**config.mk**
```make
export PLATFORM = sky130hd
export DESIGN_NAME = snake_body_arb
export DESIGN_NICKNAME = d
export VERILOG_FILES = /design/src/rtl/snake_body_arb.sv
export SDC_FILE = /design/constraint.sdc
export NUM_CORES = 1
export LEC_CHECK = 0
export ABC_AREA = 1
export CORE_ASPECT_RATIO = 1.25
export CORE_MARGIN = 2
export CORE_UTILIZATION = 57
export DETAILED_ROUTE_END_ITERATION = 8
export PLACE_DENSITY = 0.75
export SETUP_SLACK_MARGIN = 0.5
export SLEW_MARGIN = 15
export SYNTH_ARGS = -nofsm -noshare
export SYNTH_HDL_FRONTEND = slang
export SYNTH_SLANG_ARGS = --single-unit
```
**constraint.sdc**
```tcl
create_clock -name i_Clk -period 6.1 [get_ports i_Clk]
set_clock_uncertainty 0.1 [all_clocks]
set_input_delay 0.61 -clock i_Clk [delete_from_list [all_inputs] [get_ports i_Clk]]
set_output_delay 0.61 -clock i_Clk [all_outputs]
set_load 0.1 [all_outputs]
```
**src/rtl/snake_body_arb.sv**
```systemverilog
// snake_body_arb: circular snake body-position store with one read port shared by the VGA and item readers.
// Optional item-reader starvation guard: define SNAKE_BODY_ARB_STARVE_EN.
module snake_body_arb #(
  parameter int XSIZE      = 48,
  parameter int YSIZE      = 64,
  parameter int MAX_SIZE   = 20,
  parameter int IDX_W      = 5,
  parameter int STARVE_LIM = 4
) (
  input  logic             i_Clk,
  input  logic             i_Rst,
  input  logic             i_Clear,
  input  logic             i_Push,
  input  logic [5:0]       i_Push_x,
  input  logic [5:0]       i_Push_y,
  input  logic             i_Pop,
  input  logic             i_Req_Vga,
  input  logic             i_Req_Itm,
  input  logic [IDX_W-1:0] i_Idx_Vga,
  input  logic [IDX_W-1:0] i_Idx_Itm,
  output logic             o_Gnt_Vga,
  output logic             o_Gnt_Itm,
  output logic [5:0]       o_Rd_x,
  output logic [5:0]       o_Rd_y,
  output logic             o_Rd_Vld_Vga,
  output logic             o_Rd_Vld_Itm,
  output logic             o_Rd_Oob,
  output logic [IDX_W:0]   o_Count
);
  localparam logic [5:0]       SENT_X  = 6'(XSIZE - 1);
  localparam logic [5:0]       SENT_Y  = 6'(YSIZE - 1);
  localparam logic [IDX_W:0]   MAX_C   = (IDX_W+1)'(MAX_SIZE);
  localparam logic [IDX_W:0]   ONE_C   = (IDX_W+1)'(1);
  localparam logic [IDX_W-1:0] WP_LAST = IDX_W'(MAX_SIZE - 1);
  localparam logic [IDX_W-1:0] WP_ONE  = IDX_W'(1);

  if (2**IDX_W < MAX_SIZE || STARVE_LIM < 1) begin : g_bad_cfg
    $error("snake_body_arb: IDX_W too small for MAX_SIZE, or STARVE_LIM < 1");
  end

  logic [5:0]       mem_x [MAX_SIZE];
  logic [5:0]       mem_y [MAX_SIZE];
  logic [IDX_W-1:0] wp;
  logic [IDX_W-1:0] wp_inc;
  logic [IDX_W:0]   count;
  logic             starve_force;
  logic             gnt_vga;
  logic             gnt_itm;
  logic [IDX_W-1:0] rd_idx;
  logic [IDX_W:0]   rd_sum;
  logic [IDX_W-1:0] rd_phys;
  logic             rd_oob;

  always_comb begin
    gnt_vga = i_Req_Vga && !(i_Req_Itm && starve_force);
    gnt_itm = i_Req_Itm && (!i_Req_Vga || starve_force);
    rd_idx  = gnt_itm ? i_Idx_Itm : i_Idx_Vga;
    rd_oob  = ({1'b0, rd_idx} >= count) || ({1'b0, rd_idx} >= MAX_C);
    // logical index i -> physical (wp-1-i) mod MAX_SIZE; biased by MAX_SIZE so it never goes negative
    rd_sum  = {1'b0, wp} + MAX_C - ONE_C - {1'b0, rd_idx};
    rd_phys = (rd_sum >= MAX_C) ? IDX_W'(rd_sum - MAX_C) : IDX_W'(rd_sum);
    wp_inc  = (wp == WP_LAST) ? '0 : wp + WP_ONE;
  end

  assign o_Gnt_Vga = gnt_vga;
  assign o_Gnt_Itm = gnt_itm;
  assign o_Count   = count;

`ifdef SNAKE_BODY_ARB_STARVE_EN
  localparam int              SC_W   = $clog2(STARVE_LIM + 1);
  localparam logic [SC_W-1:0] SC_LIM = SC_W'(STARVE_LIM);
  logic [SC_W-1:0] starve_cnt;

  assign starve_force = (starve_cnt == SC_LIM);

  always_ff @(posedge i_Clk) begin
    if (i_Rst || gnt_itm || !(i_Req_Vga && i_Req_Itm)) begin
      starve_cnt <= '0;
    end else begin
      starve_cnt <= starve_cnt + SC_W'(1);
    end
  end
`else
  assign starve_force = 1'b0;
`endif

  always_ff @(posedge i_Clk) begin
    if (i_Rst || i_Clear) begin
      wp    <= '0;
      count <= '0;
      mem_x <= '{default: SENT_X};
      mem_y <= '{default: SENT_Y};
    end else begin
      if (i_Push) begin
        mem_x[wp] <= i_Push_x;
        mem_y[wp] <= i_Push_y;
        wp        <= wp_inc;
      end
      // a pop paired with a push cancels it unless the buffer is empty
      if (i_Push && !(i_Pop && count != '0) && count != MAX_C) begin
        count <= count + ONE_C;
      end else if (!i_Push && i_Pop && count != '0) begin
        count <= count - ONE_C;
      end
    end
  end

  always_ff @(posedge i_Clk) begin
    if (i_Rst) begin
      o_Rd_Vld_Vga <= 1'b0;
      o_Rd_Vld_Itm <= 1'b0;
      o_Rd_x       <= SENT_X;
      o_Rd_y       <= SENT_Y;
      o_Rd_Oob     <= 1'b0;
    end else begin
      o_Rd_Vld_Vga <= gnt_vga;
      o_Rd_Vld_Itm <= gnt_itm;
      if (gnt_vga || gnt_itm) begin
        o_Rd_Oob <= rd_oob;
        o_Rd_x   <= rd_oob ? SENT_X : mem_x[rd_phys];
        o_Rd_y   <= rd_oob ? SENT_Y : mem_y[rd_phys];
      end
    end
  end

endmodule
```
# ---- After elaboration in Yosys (flattened, before gate mapping)
# Index checks and enable logic that the tools add are counted.
dict set report word_totals {
  regBits 266
  latch_bits 0
  ramBits 0
  romBits 0
  inputBits 29
  output_inout_bits 23
  elab_cells 96
  n_memories 0
}
dict set report op_classes {
  addsub 7
  mul 0
  div_mod_pow 0
  n_lt_le_gt_ge 6
  eq_ne 2
  shifts 0
  mux 17
  bitwise 2
  reduce_logical 15
}
# cell count
set op_table {}
lappend op_table {{$bwmux W120} 2}
lappend op_table {{$bmux W6 S5} 2}
lappend op_table {{$mux W6} 9}
lappend op_table {{$demux W6 S5} 1}
lappend op_table {{$mux W5} 3}
lappend op_table {{$ge A6 B6 Y1 const B} 2}
lappend op_table {{$not A5 Y6} 2}
lappend op_table {{$sub A6 B1 Y6 const B} 2}
lappend op_table {{$logic_and A1 B1 Y1} 7}
lappend op_table {{$add A5 B5 Y6 const B} 1}
lappend op_table {{$add A6 B1 Y6 const B} 1}
lappend op_table {{$ge A5 B6 Y1} 1}
lappend op_table {{$ge A6 B5 Y1 const B} 1}
lappend op_table {{$lt A6 B1 Y1 const B} 1}
lappend op_table {{$ne A6 B5 Y1 const B} 1}
lappend op_table {{$reduce_bool A6 Y1} 1}
lappend op_table {{$sub A6 B5 Y6} 1}
lappend op_table {{$add A5 B1 Y5 const B} 1}
lappend op_table {{$eq A5 B5 Y1 const B} 1}
lappend op_table {{$ge A5 B5 Y1 const B} 1}
lappend op_table {{$sub A5 B5 Y5 const B} 1}
lappend op_table {{$logic_not A1 Y1} 3}
lappend op_table {{$logic_or A1 B1 Y1} 3}
lappend op_table {{$reduce_bool A2 Y1} 1}

# ---- Depth between registers and ports, before layout
dict set report depth {
  depth_word 11
  mapped_depth 24
  depth_no_buf 23
}

# ---- Least setup slack after synthesis
# OpenSTA, ideal clock, no wires.
dict set report synth_timing {
  kind {in2reg}
  start {input port i_Req_Vga}
  end {register o_Rd_x[3]}
  arrival_time_ps 4052
  required_ps 5883
  setup_slack_ps 1831
  cell_stages 24
  n_path_buf 1
  path_cell_list {inv_1 > nand2_2 > inv_1 > or2_2 > o21ai_0 > ha_1 > ha_1 > fa_1 > xnor2_1 > ha_1 > nand3_1 > nand2_1 > nand3_2 > nand2_4 > nand2_2 > nand2_2 > buf_6 > nand2_1 > nand3_1 > nand2_1 > nand2_1 > nand2_1 > nand2_1 > nand2_1}
}
dict set report synth_between {
  elab_chain_len 11
}
# element line
set synth_lines {}
lappend synth_lines {{start, declared} 17} ;# input logic i_Req_Vga,
lappend synth_lines {{$logic_not A1 Y1 *} 56} ;# gnt_itm = i_Req_Itm && (!i_Req_Vga || starve_force);
lappend synth_lines {{$logic_and A1 B1 Y1 *} 56}
lappend synth_lines {{net o_Gnt_Itm} 22} ;# output logic o_Gnt_Itm,
lappend synth_lines {{$mux W5} 57} ;# rd_idx = gnt_itm ? i_Idx_Itm : i_Idx_Vga;
lappend synth_lines {{$sub A6 B5 Y6} 60} ;# rd_sum = {1'b0, wp} + MAX_C - ONE_C - {1'b0, rd_idx};
lappend synth_lines {{$sub A5 B5 Y5 or $ge A6 B5 Y1 (tied branches)} 61} ;# rd_phys = (rd_sum >= MAX_C) ? IDX_W'(rd_sum - MAX_C) : IDX_W'(rd_sum);
lappend synth_lines {{$mux W5} 61}
lappend synth_lines {{$not A5 Y6 (not written as such)} 120} ;# o_Rd_x <= rd_oob ? SENT_X : mem_x[rd_phys];
lappend synth_lines {{$bmux W6 S5} 120}
lappend synth_lines {{$mux W6 (not written as such) (2 in a row)} 120}
lappend synth_lines {{$mux W6} 120}
lappend synth_lines {{end signal, assigned} 120}
lappend synth_lines {{end, declared} 23} ;# output logic [5:0] o_Rd_x,
# The timed path passes the listed nets; every way through them passes the cells marked *. The select of a mux whose other input is x is not followed.
# A chain may end at the register's enable or synchronous reset.

# ---- Worst setup path in the final report
dict set report layout_timing {
  start {input port i_Req_Vga}
  end {register o_Rd_y[4]}
}
dict set report layout_between {
  elab_chain_len 11
}
# element line
set layout_lines {}
lappend layout_lines {{$logic_not A1 Y1} 56}
lappend layout_lines {{$logic_and A1 B1 Y1} 56}
lappend layout_lines {{$mux W5} 57}
lappend layout_lines {{$sub A6 B5 Y6} 60}
lappend layout_lines {{$sub A5 B5 Y5 or $ge A6 B5 Y1 (tied branches)} 61}
lappend layout_lines {{$mux W5} 61}
lappend layout_lines {{$not A5 Y6 (not written as such)} 121} ;# o_Rd_y <= rd_oob ? SENT_Y : mem_y[rd_phys];
lappend layout_lines {{$bmux W6 S5} 121}
lappend layout_lines {{$mux W6 (not written as such) (2 in a row)} 121}
lappend layout_lines {{$mux W6} 121}
lappend layout_lines {{end signal, assigned} 121}
lappend layout_lines {{end, declared} 24} ;# output logic [5:0] o_Rd_y,
# Several ways; a longest one is shown, not always the timed one. The select of a mux whose other input is x is not followed.

==> summary.txt <==
Status
  • Status: finished, final reports clean

Setup path
  • Worst path required time: 6.44 ns
  • Reg2reg path depth: 19
  • Worst setup path class: input pin to flop
  • Critical Path Start Type: input pin
  • Critical Path End Type: flop
  • CP Max Fanout: 13
  • CP arrival: 4.70 ns

Synth
  • Syn Nets: 1,934
  • Share of the synthesized area in the top cell type: 42.1%
  • Syn Area/Cell: 6.73 um2
  • Post-synthesis cell type count: 33
  • Sequential fraction of the synthesis area: 42.1%
  • Post-synth EDFFs: 0
  • Yosys warnings: 0
  • Mapped Cells: 1,879
  • Async SR Flop Fraction: 0%
  • Post-Synthesis Cell Area: 12,700 um2
  • #FFs+latches synth: 266
  • Main flop type after synthesis: dfxtp_1
  • Yosys top cell by area: dfxtp_1
  • Top cells by area, synth: dfxtp_1, nand2_1, nand3_1, o21ai_0, a21oi_1

Final layout
  • Antenna cells: 0
  • Fillers: 2,009
  • Commonest non-fill, non-tap cell in the layout: nand2_1
  • P&R area growth vs syn: 10.5%
  • Cell area after layout: 14,000 um2
  • Final nets: 1,897
  • Most frequent cells in the layout: nand2_1, dfxtp_1, nand3_1, o21ai_0, nor2_1
  • Layout cell share with drive strength beyond 1: 4.78%

Die
  • Die ar.: 23,400 um2
  • Height of the die: 171 um
  • Die X: 137 um
  • Initial Util: 58.3%
  • Core footprint: 21,700 um2
  • Row count: 60
  • # IOs: 52

Clocking
  • Worst-skew pair later-pin latency: 0.55 ns
  • Post-CTS Hold Fix Bufs: 0
  • Setup bufs post-CTS: 0
  • CTS sink count: 266
  • Cts repair resizes: 0
  • Htree depth: 1
  • Clock transition at path regs: 0.06 ns
  • CTS tree: done
  • Clk buf depth: 3
  • Num CTS Buffers: 29
  • Root Driver: clkbuf_16

Routing
  • Drt drc: 0
  • Via-to-Cell Ratio: 5.62
  • TritonRoute pass-1 iters: 5
  • Total Wirelength: 36,200 um
  • Via count: 12,000
  • Drt initial violations: 1,111
  • Antenna Nets Post-Route: 0
  • Drt wl/cell: 16.9 um

Power and ir drop
  • PwrDens: 311 nW/um2
  • Worst vdd ir: 0.246 mV
  • Leakage: 6.81 nW

Placement
  • Placed inst area: 13,100 um2
  • Global placer's final weighted congestion: 0.902
  • # port buffers: 51
  • Detail Placement HPWL: 23,000 um

Global routing
  • All-Layer GR Usage: 30.9%
  • Initial antenna violation count: 0
  • Pin count of the biggest net entering global routing: 95
  • GRT overflow: 0
  • Vias in the first global route: 10,700
  • First-pass GRT wire length: 57,000 um

Min path
  • Worst hold path stage count: 2
  • Hold Path Class: flop to flop

Timing
  • Final hold vios: 0
  • FMAX: 229 MHz
  • Worst rel slew slack: 26.9%
  • Final period util: 71.5%
  • Max Slew Vio Count: 0
  • RSZ-0062 raised after global routing: no
  • Final setup vio count: 0
  • Worst Tran Pin Value: 1.09 ns
  • Final worst path period need: 4.36 ns
  • Sum Neg Setup Slack: 0 ns

Job
  • Max-Cap Viols: 0
[cells in the mapped netlist (all sizes together), types with 2 or more instances]
master  number
o21bai       2
buf         43
o22ai       14
inv        133
a32o        13
nand4        3
nor2       137
o21ai      156
nor3         5
nand3      227
clkbuf     102
ha          24
a21oi      116
nand2      605
xor2         2
fa           2
dfxtp      266
o211ai      21
a31oi        2
xnor2        3
[where the power goes]
part | total, W | switching [W] | internal [W]
clock network | 0.00165 | 0.000710 | 0.000935
logic | 0.000929 | 0.000678 | 0.000251
registers | 0.00178 | 0.0000163 | 0.00176
total | 0.00435 | 0.00140 | 0.00295
[flip-flops by register name, indices dropped and copies added, names as in the netlist]
signal and count:
o_Count 6, wp 5, o_Rd_x 6, o_Rd_Oob 1
o_Rd_Vld_Vga 1, o_Rd_y 6, o_Rd_Vld_Itm 1, mem_y 120
mem_x 120
[cell type report]
cell class	count	area [um2]	area share, %
clock buffers	43	828	5.92
clock inverters	7	48.8	0.349
inverters	134	505	3.61
multi-input cells	1334	6210	44.4
flip-flops and latches	266	5330	38.1
well taps	279	349	2.50
repair buffers	77	718	5.14
[worst max-delay path: stages]
cell and delay, ns:
clkdlybuf4s50_1 0.50, inv_1 0.07, nand2_2 0.13, inv_1 0.11, or2_2 0.28, o21ai_0 0.13, ha_1 0.30, ha_2 0.21
fa_1 0.41, xnor2_1 0.27, ha_1 0.20, nand3_1 0.08, nand2_1 0.10, nand3_2 0.13, nand2_4 0.13, nand2_1 0.05
nand2_1 0.05, nand2_1 0.22, inv_1 0.37, nor2_1 0.09, nor2_1 0.10, nand2_1 0.07, nand2_1 0.05, nand2_1 0.05
[path summary, 6_finish.rpt]
path	start	slack, ns	end
setup / recovery	i_Req_Vga	1.74	o_Rd_y[4]$_SDFFE_PP1P_
hold reg to reg	mem_x[52]$_SDFFE_PP0P_	0.35	mem_x[52]$_SDFFE_PP0P_
hold / removal	mem_x[52]$_SDFFE_PP0P_	0.35	mem_x[52]$_SDFFE_PP0P_
setup reg to reg	wp[2]$_SDFFE_PP0P_	2.46	o_Rd_y[4]$_SDFFE_PP1P_
[layer usage]
layer / track usage (%) / wire [um] / up-vias
met5: 0 / 0 / -
met4: 9.77 / 971 / 0
met3: 6.31 / 3430 / 57
met2: 50.8 / 16600 / 497
met1: 40.5 / 15100 / 5486
li1: - / - / 5983
[cell families (layout without fill, tap and decap cells)]
kind of cell	count (synthesis)	after routing	synth area share, %
flops	266	266	42.1
buf+inv	279	261	9.00
mux	1	1	0.0791
compound gates	324	324	14.0
simple gates	978	978	31.8
fa+ha+maj	26	26	2.69
xor+xnor	5	5	0.346
[metrics by stage]
step / hold slack [ns] / utilization, % / power (W) / instances / setup WS, ns
after floorplan: 0.324 / - / 0.00251 / 1879 / 1.83
after global placement: 0.333 / 60.4 / 0.00272 / 2090 / 1.29
after detailed placement: 0.337 / 60.4 / 0.00273 / 2090 / 1.17
after CTS: 0.350 / 64.5 / 0.00435 / 2140 / 1.73
after global routing: 0.361 / 64.5 / 0.00452 / 2140 / 1.38
final: 0.350 / 64.5 / 0.00435 / 2140 / 1.74
Note: power is estimated with default switching activity, not from simulation.
